### config.mk
export PLATFORM = sky130hd
export DESIGN_NAME = button_debouncer_flat
export DESIGN_NICKNAME = d
export VERILOG_FILES = /design/src/rtl/button_debouncer_if.sv /design/src/rtl/button_debouncer.sv /design/src/flat_wrapper.sv
export SDC_FILE = /design/constraint.sdc
export NUM_CORES = 1
export LEC_CHECK = 0
export BUFFER_PORTS_ARGS = -buffer_cell sky130_fd_sc_hd__clkbuf_2
export CAP_MARGIN = 0
export CELL_PAD_IN_SITES_DETAIL_PLACEMENT = 1
export CELL_PAD_IN_SITES_GLOBAL_PLACEMENT = 1
export CORE_ASPECT_RATIO = 0.8
export CORE_MARGIN = 5
export CORE_UTILIZATION = 51
export DETAILED_ROUTE_END_ITERATION = 12
export PLACE_DENSITY = 0.8
export SKIP_CTS_REPAIR_TIMING = 1
export SYNTH_ARGS = -nofsm -noshare
export SYNTH_HDL_FRONTEND = slang
export SYNTH_SLANG_ARGS = --single-unit
### constraint.sdc
create_clock -name clk_12M -period 4.7 [get_ports clk_12M]
set_clock_uncertainty 0.2 [all_clocks]
set_input_delay 0.235 -clock clk_12M [delete_from_list [all_inputs] [get_ports clk_12M]]
set_output_delay 0.235 -clock clk_12M [all_outputs]
set_load 0.05 [all_outputs]
### src/rtl/button_debouncer_if.sv
// Button bundle between raw PMOD pins and the debounced event outputs.
// The debouncer sits on the slave side; whoever drives the pins uses master.
interface button_debouncer_if #(
    parameter int NUM_BTN = 2
);
    logic [NUM_BTN-1:0] pmod;
    logic [NUM_BTN-1:0] btn_level;
    logic [NUM_BTN-1:0] btn_press;
    logic [NUM_BTN-1:0] btn_release;
    logic [NUM_BTN-1:0] btn_long;

    modport master (
        output pmod,
        input  btn_level,
        input  btn_press,
        input  btn_release,
        input  btn_long
    );

    modport slave (
        input  pmod,
        output btn_level,
        output btn_press,
        output btn_release,
        output btn_long
    );
endinterface

### src/rtl/button_debouncer.sv
// Per-button synchroniser and debounce FSM producing a clean level plus
// single-cycle press, release and long-press pulses.
module button_debouncer #(
    parameter int NUM_BTN           = 2,
    parameter int ACTIVE_LOW        = 1,
    parameter int DEBOUNCE_CYCLES   = 120000,
    parameter int LONG_PRESS_CYCLES = 12000000
) (
    input  logic                clk_12M,
    input  logic                rst,
    button_debouncer_if.slave   bus
);
    localparam int DW = $clog2(DEBOUNCE_CYCLES + 1);
    localparam int HW = $clog2(LONG_PRESS_CYCLES + 1);
    localparam logic [DW-1:0] D_LAST = DW'(DEBOUNCE_CYCLES - 1);
    localparam logic [HW-1:0] H_LAST = HW'(LONG_PRESS_CYCLES - 1);
    localparam logic RELEASED_RAW = (ACTIVE_LOW != 0) ? 1'b1 : 1'b0;

    if (DEBOUNCE_CYCLES < 2 || LONG_PRESS_CYCLES < 1) begin : g_param_check
        $fatal(1, "button_debouncer: DEBOUNCE_CYCLES must be >= 2 and LONG_PRESS_CYCLES >= 1");
    end

    typedef enum logic [1:0] {
        IDLE         = 2'd0,
        PRESS_WAIT   = 2'd1,
        PRESSED      = 2'd2,
        RELEASE_WAIT = 2'd3
    } state_e;

    logic [NUM_BTN-1:0] level_vec;
    logic [NUM_BTN-1:0] press_vec;
    logic [NUM_BTN-1:0] release_vec;
    logic [NUM_BTN-1:0] long_vec;

    for (genvar gi = 0; gi < NUM_BTN; gi++) begin : g_ch
        state_e          state_q, state_d;
        logic [DW-1:0]   dcnt_q, dcnt_d;
        logic [HW-1:0]   hcnt_q, hcnt_d;
        logic            long_done_q, long_done_d;
        logic            level_q, level_d;
        logic            press_q, press_d;
        logic            release_q, release_d;
        logic            long_q, long_d;
        logic            sync1_q, sync2_q;
        logic            s;
        logic            hold_tick;

        assign s = (ACTIVE_LOW != 0) ? ~sync2_q : sync2_q;

        always_ff @(posedge clk_12M) begin
            if (rst) begin
                sync1_q     <= RELEASED_RAW;
                sync2_q     <= RELEASED_RAW;
                state_q     <= IDLE;
                dcnt_q      <= '0;
                hcnt_q      <= '0;
                long_done_q <= 1'b0;
                level_q     <= 1'b0;
                press_q     <= 1'b0;
                release_q   <= 1'b0;
                long_q      <= 1'b0;
            end else begin
                sync1_q     <= bus.pmod[gi];
                sync2_q     <= sync1_q;
                state_q     <= state_d;
                dcnt_q      <= dcnt_d;
                hcnt_q      <= hcnt_d;
                long_done_q <= long_done_d;
                level_q     <= level_d;
                press_q     <= press_d;
                release_q   <= release_d;
                long_q      <= long_d;
            end
        end

        always_comb begin
            state_d     = state_q;
            dcnt_d      = dcnt_q;
            hcnt_d      = hcnt_q;
            long_done_d = long_done_q;
            level_d     = level_q;
            press_d     = 1'b0;
            release_d   = 1'b0;
            long_d      = 1'b0;
            hold_tick   = 1'b0;

            case (state_q)
                IDLE: begin
                    if (s) begin
                        state_d = PRESS_WAIT;
                        dcnt_d  = DW'(1);
                    end
                end
                PRESS_WAIT: begin
                    if (!s) begin
                        state_d = IDLE;
                    end else if (dcnt_q == D_LAST) begin
                        state_d = PRESSED;
                        press_d = 1'b1;
                        level_d = 1'b1;
                        hcnt_d  = '0;
                    end else begin
                        dcnt_d = dcnt_q + 1'b1;
                    end
                end
                PRESSED: begin
                    if (!s) begin
                        state_d = RELEASE_WAIT;
                        dcnt_d  = DW'(1);
                    end else begin
                        hold_tick = 1'b1;
                    end
                end
                RELEASE_WAIT: begin
                    // Returning to pressed counts as a held cycle, so a bounce
                    // only pauses hcnt for the cycles the pin actually read released.
                    if (s) begin
                        state_d   = PRESSED;
                        hold_tick = 1'b1;
                    end else if (dcnt_q == D_LAST) begin
                        state_d     = IDLE;
                        release_d   = 1'b1;
                        level_d     = 1'b0;
                        long_done_d = 1'b0;
                        hcnt_d      = '0;
                    end else begin
                        dcnt_d = dcnt_q + 1'b1;
                    end
                end
                default: state_d = IDLE;
            endcase

            if (hold_tick && !long_done_q) begin
                if (hcnt_q == H_LAST) begin
                    long_d      = 1'b1;
                    long_done_d = 1'b1;
                end else begin
                    hcnt_d = hcnt_q + 1'b1;
                end
            end
        end

        assign level_vec[gi]   = level_q;
        assign press_vec[gi]   = press_q;
        assign release_vec[gi] = release_q;
        assign long_vec[gi]    = long_q;
    end

    assign bus.btn_level   = level_vec;
    assign bus.btn_press   = press_vec;
    assign bus.btn_release = release_vec;
    assign bus.btn_long    = long_vec;
endmodule
### src/flat_wrapper.sv
// flat-port wrapper written by rule: the top's interface ports become plain ports
module button_debouncer_flat 
#(
    parameter int NUM_BTN           = 2,
    parameter int ACTIVE_LOW        = 1,
    parameter int DEBOUNCE_CYCLES   = 120000,
    parameter int LONG_PRESS_CYCLES = 12000000
)
  (clk_12M, rst, bus_pmod, bus_btn_level, bus_btn_press, bus_btn_release, bus_btn_long);
  button_debouncer_if #(.NUM_BTN(NUM_BTN)) bus_i ();
  input  logic clk_12M;
  input  logic rst;
  input wire logic [$bits(bus_i.pmod)-1:0] bus_pmod;
  output wire logic [$bits(bus_i.btn_level)-1:0] bus_btn_level;
  output wire logic [$bits(bus_i.btn_press)-1:0] bus_btn_press;
  output wire logic [$bits(bus_i.btn_release)-1:0] bus_btn_release;
  output wire logic [$bits(bus_i.btn_long)-1:0] bus_btn_long;
  assign bus_i.pmod = bus_pmod;
  assign bus_btn_level = bus_i.btn_level;
  assign bus_btn_press = bus_i.btn_press;
  assign bus_btn_release = bus_i.btn_release;
  assign bus_btn_long = bus_i.btn_long;
  button_debouncer #(.NUM_BTN(NUM_BTN), .ACTIVE_LOW(ACTIVE_LOW), .DEBOUNCE_CYCLES(DEBOUNCE_CYCLES), .LONG_PRESS_CYCLES(LONG_PRESS_CYCLES)) u_core (.clk_12M(clk_12M), .rst(rst), .bus(bus_i));
endmodule
After elaboration in Yosys (flattened, before gate mapping)
Index checks and enable logic that the tools add are counted.
{"block": "totals", "elab_cells": 146, "output_inout_bits": 8, "register_bits": 100, "in_bits": 4}
{"block": "op_classes", "n_eq_ne": 26, "add_sub_neg": 4, "n_reduce_logical": 22, "bitwise": 8, "muxes": 66}
{"op": "$mux 24", "n": 10}
{"op": "$mux 17", "n": 10}
{"op": "$pmux 17 s4", "n": 2}
{"op": "$pmux 24 s2", "n": 2}
{"op": "$add 24x1->24 const B", "n": 2}
{"op": "$eq 24x24->1 const B", "n": 2}
{"op": "$add 17x1->17 const B", "n": 2}
{"op": "$eq 17x17->1 const B", "n": 2}
{"op": "$mux 1", "n": 26}
{"op": "$mux 2", "n": 12}
{"op": "$ne 2x1->1 const B", "n": 8}
{"op": "$pmux 2 s4", "n": 2}
{"op": "$reduce_and 4->1", "n": 4}
{"op": "$reduce_or 3->1", "n": 4}
{"op": "$reduce_and 5->1", "n": 2}
{"op": "$eq 2x2->1 const B", "n": 4}
{"op": "$ne 2x2->1 const B", "n": 4}
{"op": "$not 1->1", "n": 8}
{"op": "$reduce_or 2->1", "n": 4}
{"op": "$ne 3x1->1 const B", "n": 2}
{"op": "$ne 3x3->1 const B", "n": 2}
{"op": "$eq 2x1->1 const B", "n": 2}
{"op": "$logic_not 2->1", "n": 2}
{"op": "$pmux 1 s2", "n": 2}
{"op": "other kinds (3)", "n": 6}

Depth between registers and ports, before layout
{"block": "logic_depth", "ltp_word": 6, "depth_mapped": 7, "mapped_depth_nobuf": 6}

Worst setup path after synthesis
Ideal clock, no wire load.
{"block": "synth_path", "path_kind": "reg2reg", "from": "register u_core.g_ch[0].dcnt_q[0]", "to": "register u_core.g_ch[0].hcnt_q[10]", "t_required_ns": 4.378, "path_slack_ns": 2.561, "path_stages_with_launch": 8, "path_buffers": 1, "t_arrival_ns": 1.817, "setup_time_ns": 0.122, "period_less_slack_ns": 2.139, "path_cell_list": "dfxtp_1 > ha_1 > nand3_1 > nor3_1 > a21oi_1 > and2_1 > buf_2 > a221o_1"}
{"block": "synth_via", "elab_chain_len": 6, "word_cells_on_any_way": 7, "cone_classes": "eq/ne: 1; mux: 6"}
{"element": "start, declared", "line_no": "button_debouncer.sv:37", "rtl": "logic [DW-1:0] dcnt_q, dcnt_d;"}
{"element": "start signal, assigned", "line_no": "button_debouncer.sv:66", "rtl": "dcnt_q <= dcnt_d;"}
{"element": "$eq 17x17->1 (*)", "line_no": "button_debouncer.sv:97, button_debouncer.sv:120"}
{"element": "$mux 24 (*)", "line_no": "button_debouncer.sv:97, button_debouncer.sv:120"}
{"element": "$mux 24 (on tied branches)", "line_no": "button_debouncer.sv:117, button_debouncer.sv:95"}
{"element": "$pmux 24 s2 (*)", "line_no": "button_debouncer.sv:87", "rtl": "case (state_q)"}
{"element": "$mux 24", "line_no": "button_debouncer.sv:134", "rtl": "if (hcnt_q == H_LAST) begin"}
{"element": "$mux 24 (*)", "line_no": "button_debouncer.sv:133", "rtl": "if (hold_tick && !long_done_q) begin"}
{"element": "end signal, assigned", "line_no": "button_debouncer.sv:67", "rtl": "hcnt_q <= hcnt_d;"}
{"element": "end, declared", "line_no": "button_debouncer.sv:38", "rtl": "logic [HW-1:0] hcnt_q, hcnt_d;"}
Mark *: on every way between the ends. The rest lies on a longest branch, timed or not.
A chain may end at the register's enable or synchronous reset.

Worst setup path in the final report
{"block": "layout_path", "from": "register u_core.g_ch[0].hcnt_q[8]", "to": "register u_core.g_ch[0].hcnt_q[21]"}
{"block": "layout_via", "elab_chain_len": 3, "word_cells_on_any_way": 4, "cone_classes": "add/sub: 1; eq/ne: 1; mux: 2"}
{"element": "$add 24x1->24 / $eq 24x24->1 (equally long branches)", "line_no": "button_debouncer.sv:138, button_debouncer.sv:134"}
{"element": "$mux 24 (*)", "line_no": "button_debouncer.sv:134"}
{"element": "$mux 24 (*)", "line_no": "button_debouncer.sv:133"}
Marked as above.

==> implementation parameters <==
Parameter                              Value

Clocking
  Number of buffers between clock root and the deepest sink    2
  Number of buffers created by CTS    9
  Clock edge transition at the registers on the reported setup and hold paths    0.07 ns
  Number of sinks on the clock net    100
  TritonCTS clock tree    built
  Clock latency on the worst-skew pair    0.35 ns
  Count of H-tree levels built during CTS    3
  Clk Tree Root Cell    sky130_fd_sc_hd__clkbuf_16

GRT
  Maximum number of pins on one net before global-route repair    29
  Via count of the first global-routing pass    4331
  Total GRT Usage    0.216
  First-pass GRT wire length    21200 µm
  Overall overflow remaining after global route    0
  Number of antenna violations at the first check in global routing    0

Worst setup path
  Required time of the critical path    4.79 ns
  Critical Path End Type    flop
  Crit path launch type    flop
  Crit path buffers/inverters    0
  Crit path largest cell delay    0.93 ns
  Worst Setup Path Type    reg2reg
  Slowest-stage cell, CP    sky130_fd_sc_hd__o21ai_1
  Largest driver fanout on the critical path    17
  Series of cell instances along the critical path    nor4b_1, nand3_1, o21ai_1, and2_1, a221o_1
  Arrival time reported for the critical path endpoint    3.05 ns
  Cell family with the largest share of critical-path delay    simple AND/OR/NAND/NOR gates

Pwr
  VDD IR max    196 µV
  Power per standard cell area    318 nW/µm²
  Power, Total    1.70 mW
  Int Pwr    1.35 mW
  Proportion of power drawn by the clock network    0.467
  Fraction of power consumed by combinational cells    0.029
  Standby leakage power    1.83 nW
  Net switching share of the total power    0.210
  Sequential share of power    0.504
  Sw Pwr    0.358 mW

Place
  Number of port buffers    11
  Setup slack at placement    1.82 ns
  Post-detailed-placement half-perimeter wirelength    8640 µm
  Final weighted congestion in routability-driven placement    0.856

Final layout
  Antenna Diode Count    0
  Total number of nets in the final design    592
  Area growth, synth to finish    7.78%
  Fraction of final layout cells sized beyond drive strength 1    0.0833

Logic synthesis
  Compound-cell area share of the yosys netlist    0.166
  Async SR Flop Fraction    0
  Biggest area contributors in the synthesized netlist    sky130_fd_sc_hd__dfxtp_1 (40%), sky130_fd_sc_hd__nand3_1 (4.0%), sky130_fd_sc_hd__nand2_1 (3.5%)
  Register area share after synthesis    0.403
  Count of state elements after synthesis    100
  List of most frequent post-synthesis cells    sky130_fd_sc_hd__dfxtp_1 (100), sky130_fd_sc_hd__nand2_1 (47), sky130_fd_sc_hd__nor2_1 (47)
  Post-synthesis average cell area    8.39 µm²
  Synthesis warning total    0
  Largest family of logic cells by synthesized area    simple AND/OR/NAND/NOR gates
  Most used DFF post-synth    sky130_fd_sc_hd__dfxtp_1
  Number of nets produced by synthesis    600
  Cell variety after synth    57
  Mux share of post-synthesis cell area    0.0103
  Post-synthesis instance area    4970 µm²
  Number of enable flip-flop cells after synthesis    0
  Post-synthesis instance total    592
  Simple-gate area share of the yosys netlist    0.321
  Post-Synth Adder-Cell Area    0.0101
  Library cell occupying the most area in the post-synthesis netlist    sky130_fd_sc_hd__dfxtp_1
  Most used standard cell by instance count after synthesis    sky130_fd_sc_hd__dfxtp_1
  Post-synthesis xor/xnor area fraction    0.0441
  Share of the synthesized area in the top cell type    0.403

Drt
  Mean routed wirelength per cell    17.7 µm
  Wire length after detailed routing    12500 µm
  First-pass iteration count of the detailed router    4
  Total number of vias    4448
  DRC viols    0
  Detailed router's first-iteration violation count    247
  Post-detailed-route via-to-cell ratio    6.29
  Detail Route Antenna Nets    0

Timing
  Setup slack after layout    1.73 ns
  Minimum clock period after layout    2.97 ns
  Period Utilization, post-route    0.631
  Total of endpoints with negative setup slack in the final report    0
  Total count of hold-check failures in the final report    0
  Worst hold-check slack    0.235 ns
  Post-route setup TNS    0 ns
  Unrepaired setup endpoints after global routing    false
  Headroom to the max-slew limit    0.232
  Final-report max-slew violation count    0
  Pin slew with the least headroom to its limit    1.14 ns
  Fmax    0.337 GHz

Floorplanning
  Die height    98.3 µm
  Die footprint    11800 µm²
  Core area    9570 µm²
  Initial Utilization    0.519
  Number of I/O pins    12
  Cell row count    32
  Die width    120 µm

Min path
  Min-delay worst type    reg2reg

Run
  Max capacitance violation total    0

Status
  Result of the run    complete, no violations
==> cell usage in the layout (no fill, tap or decap), types with 6 or more instances in the layout <==
master / instances
sky130_fd_sc_hd__a221o_1: 6
sky130_fd_sc_hd__nor4_1: 9
sky130_fd_sc_hd__clkbuf_2: 11
sky130_fd_sc_hd__a211oi_1: 8
sky130_fd_sc_hd__or3_1: 18
sky130_fd_sc_hd__nand2_1: 47
sky130_fd_sc_hd__xor2_1: 12
sky130_fd_sc_hd__nand4_1: 24
sky130_fd_sc_hd__nor2_1: 47
sky130_fd_sc_hd__o211ai_1: 12
sky130_fd_sc_hd__or4_1: 14
sky130_fd_sc_hd__nand2b_1: 7
sky130_fd_sc_hd__nand3_1: 40
sky130_fd_sc_hd__or2_2: 11
sky130_fd_sc_hd__o21ai_0: 22
sky130_fd_sc_hd__and3_1: 21
sky130_fd_sc_hd__clkbuf_16: 9
sky130_fd_sc_hd__inv_1: 13
sky130_fd_sc_hd__nor3_1: 14
sky130_fd_sc_hd__and2_1: 6
sky130_fd_sc_hd__a21oi_1: 31
sky130_fd_sc_hd__dfxtp_1: 100
sky130_fd_sc_hd__xnor2_1: 13
sky130_fd_sc_hd__and4_1: 8
sky130_fd_sc_hd__o31ai_1: 13
==> stage by stage <==
| step | cells | util | area [µm²] |
|---|---|---|---|
| floorplan | 592 | - | 4970 |
| global placement | 690 | 0.525 | 5020 |
| detailed placement | 690 | 0.525 | 5020 |
| CTS | 705 | 0.558 | 5340 |
| global route | 707 | 0.560 | 5360 |
| finish | 707 | 0.560 | 5360 |
==> area by class of cell <==
cell class / instances / area [µm²]
Fill cell: 1150 / 4210
Sequential cell: 100 / 2000
Clock buffer: 11 / 243
Inverter: 13 / 48.8
Multi-Input combinational cell: 444 / 2740
Tap cell: 119 / 149
Timing Repair Buffer: 16 / 97.6
Clock inverter: 4 / 73.8
==> path summary, 6_finish.rpt <==
| check | start | depth (start not counted) | to | slack (ns) |
|---|---|---|---|---|
| max reg2reg | u_core.g_ch[0].hcnt_q[8] | 5 | u_core.g_ch[0].hcnt_q[21] | 1.73 |
| min | u_core.g_ch[1].sync1_q | 1 | u_core.g_ch[1].sync2_q | 0.24 |
| min reg2reg | u_core.g_ch[1].sync1_q | 1 | u_core.g_ch[1].sync2_q | 0.24 |
| max | u_core.g_ch[0].hcnt_q[8] | 5 | u_core.g_ch[0].hcnt_q[21] | 1.73 |
==> sequential cells by signal (all words and copies together) (netlist names), named ones only <==
| name | cells |
|---|---|
| u_core.g_ch.dcnt_q | 34 |
| u_core.g_ch.hcnt_q | 48 |
| u_core.g_ch.level_q | 2 |
| u_core.g_ch.long_done_q | 2 |
| u_core.g_ch.long_q | 2 |
| u_core.g_ch.press_q | 2 |
| u_core.g_ch.release_q | 2 |
| u_core.g_ch.state_q | 2 |
| u_core.g_ch.sync1_q | 2 |
| u_core.g_ch.sync2_q | 2 |
==> kinds of logic (layout without fill, tap and decap cells) <==
group	Yosys count	count (layout)
simple gates	286	286
compound gates	124	124
flops	100	100
buf+inv	48	44
xor+xnor	25	25
mux	5	5
fa+ha+maj	4	4
==> worst register-to-register path, delay by kind of cell, from the launching register on <==
kind	cells	cell delay, ns
AND/OR/NAND/NOR	3	1.18
AO/OA/AOI/OAI	2	1.15
flip-flops	1	0.38
==> power groups by stage <==
stage	Sequential [mW]	Clock (mW)	Combinational, mW
after floorplan	0.874	0	0.0411
after global placement	0.877	0	0.0475
after detailed placement	0.878	0	0.0490
after CTS	0.858	0.810	0.0494
after global routing	0.859	0.849	0.0552
final	0.858	0.795	0.0502
==> metal layers <==
metal,routed length [µm],GRT usage,vias to the layer above,share of wire
met1,5980,0.286,2183,0.48
met4,153,0.0575,0,0.012
met5,0,0,-,0
met2,6010,0.362,60,0.48
met3,337,0.0394,15,0.027
li1,-,-,2190,-
(Power assumes the default switching activity.)
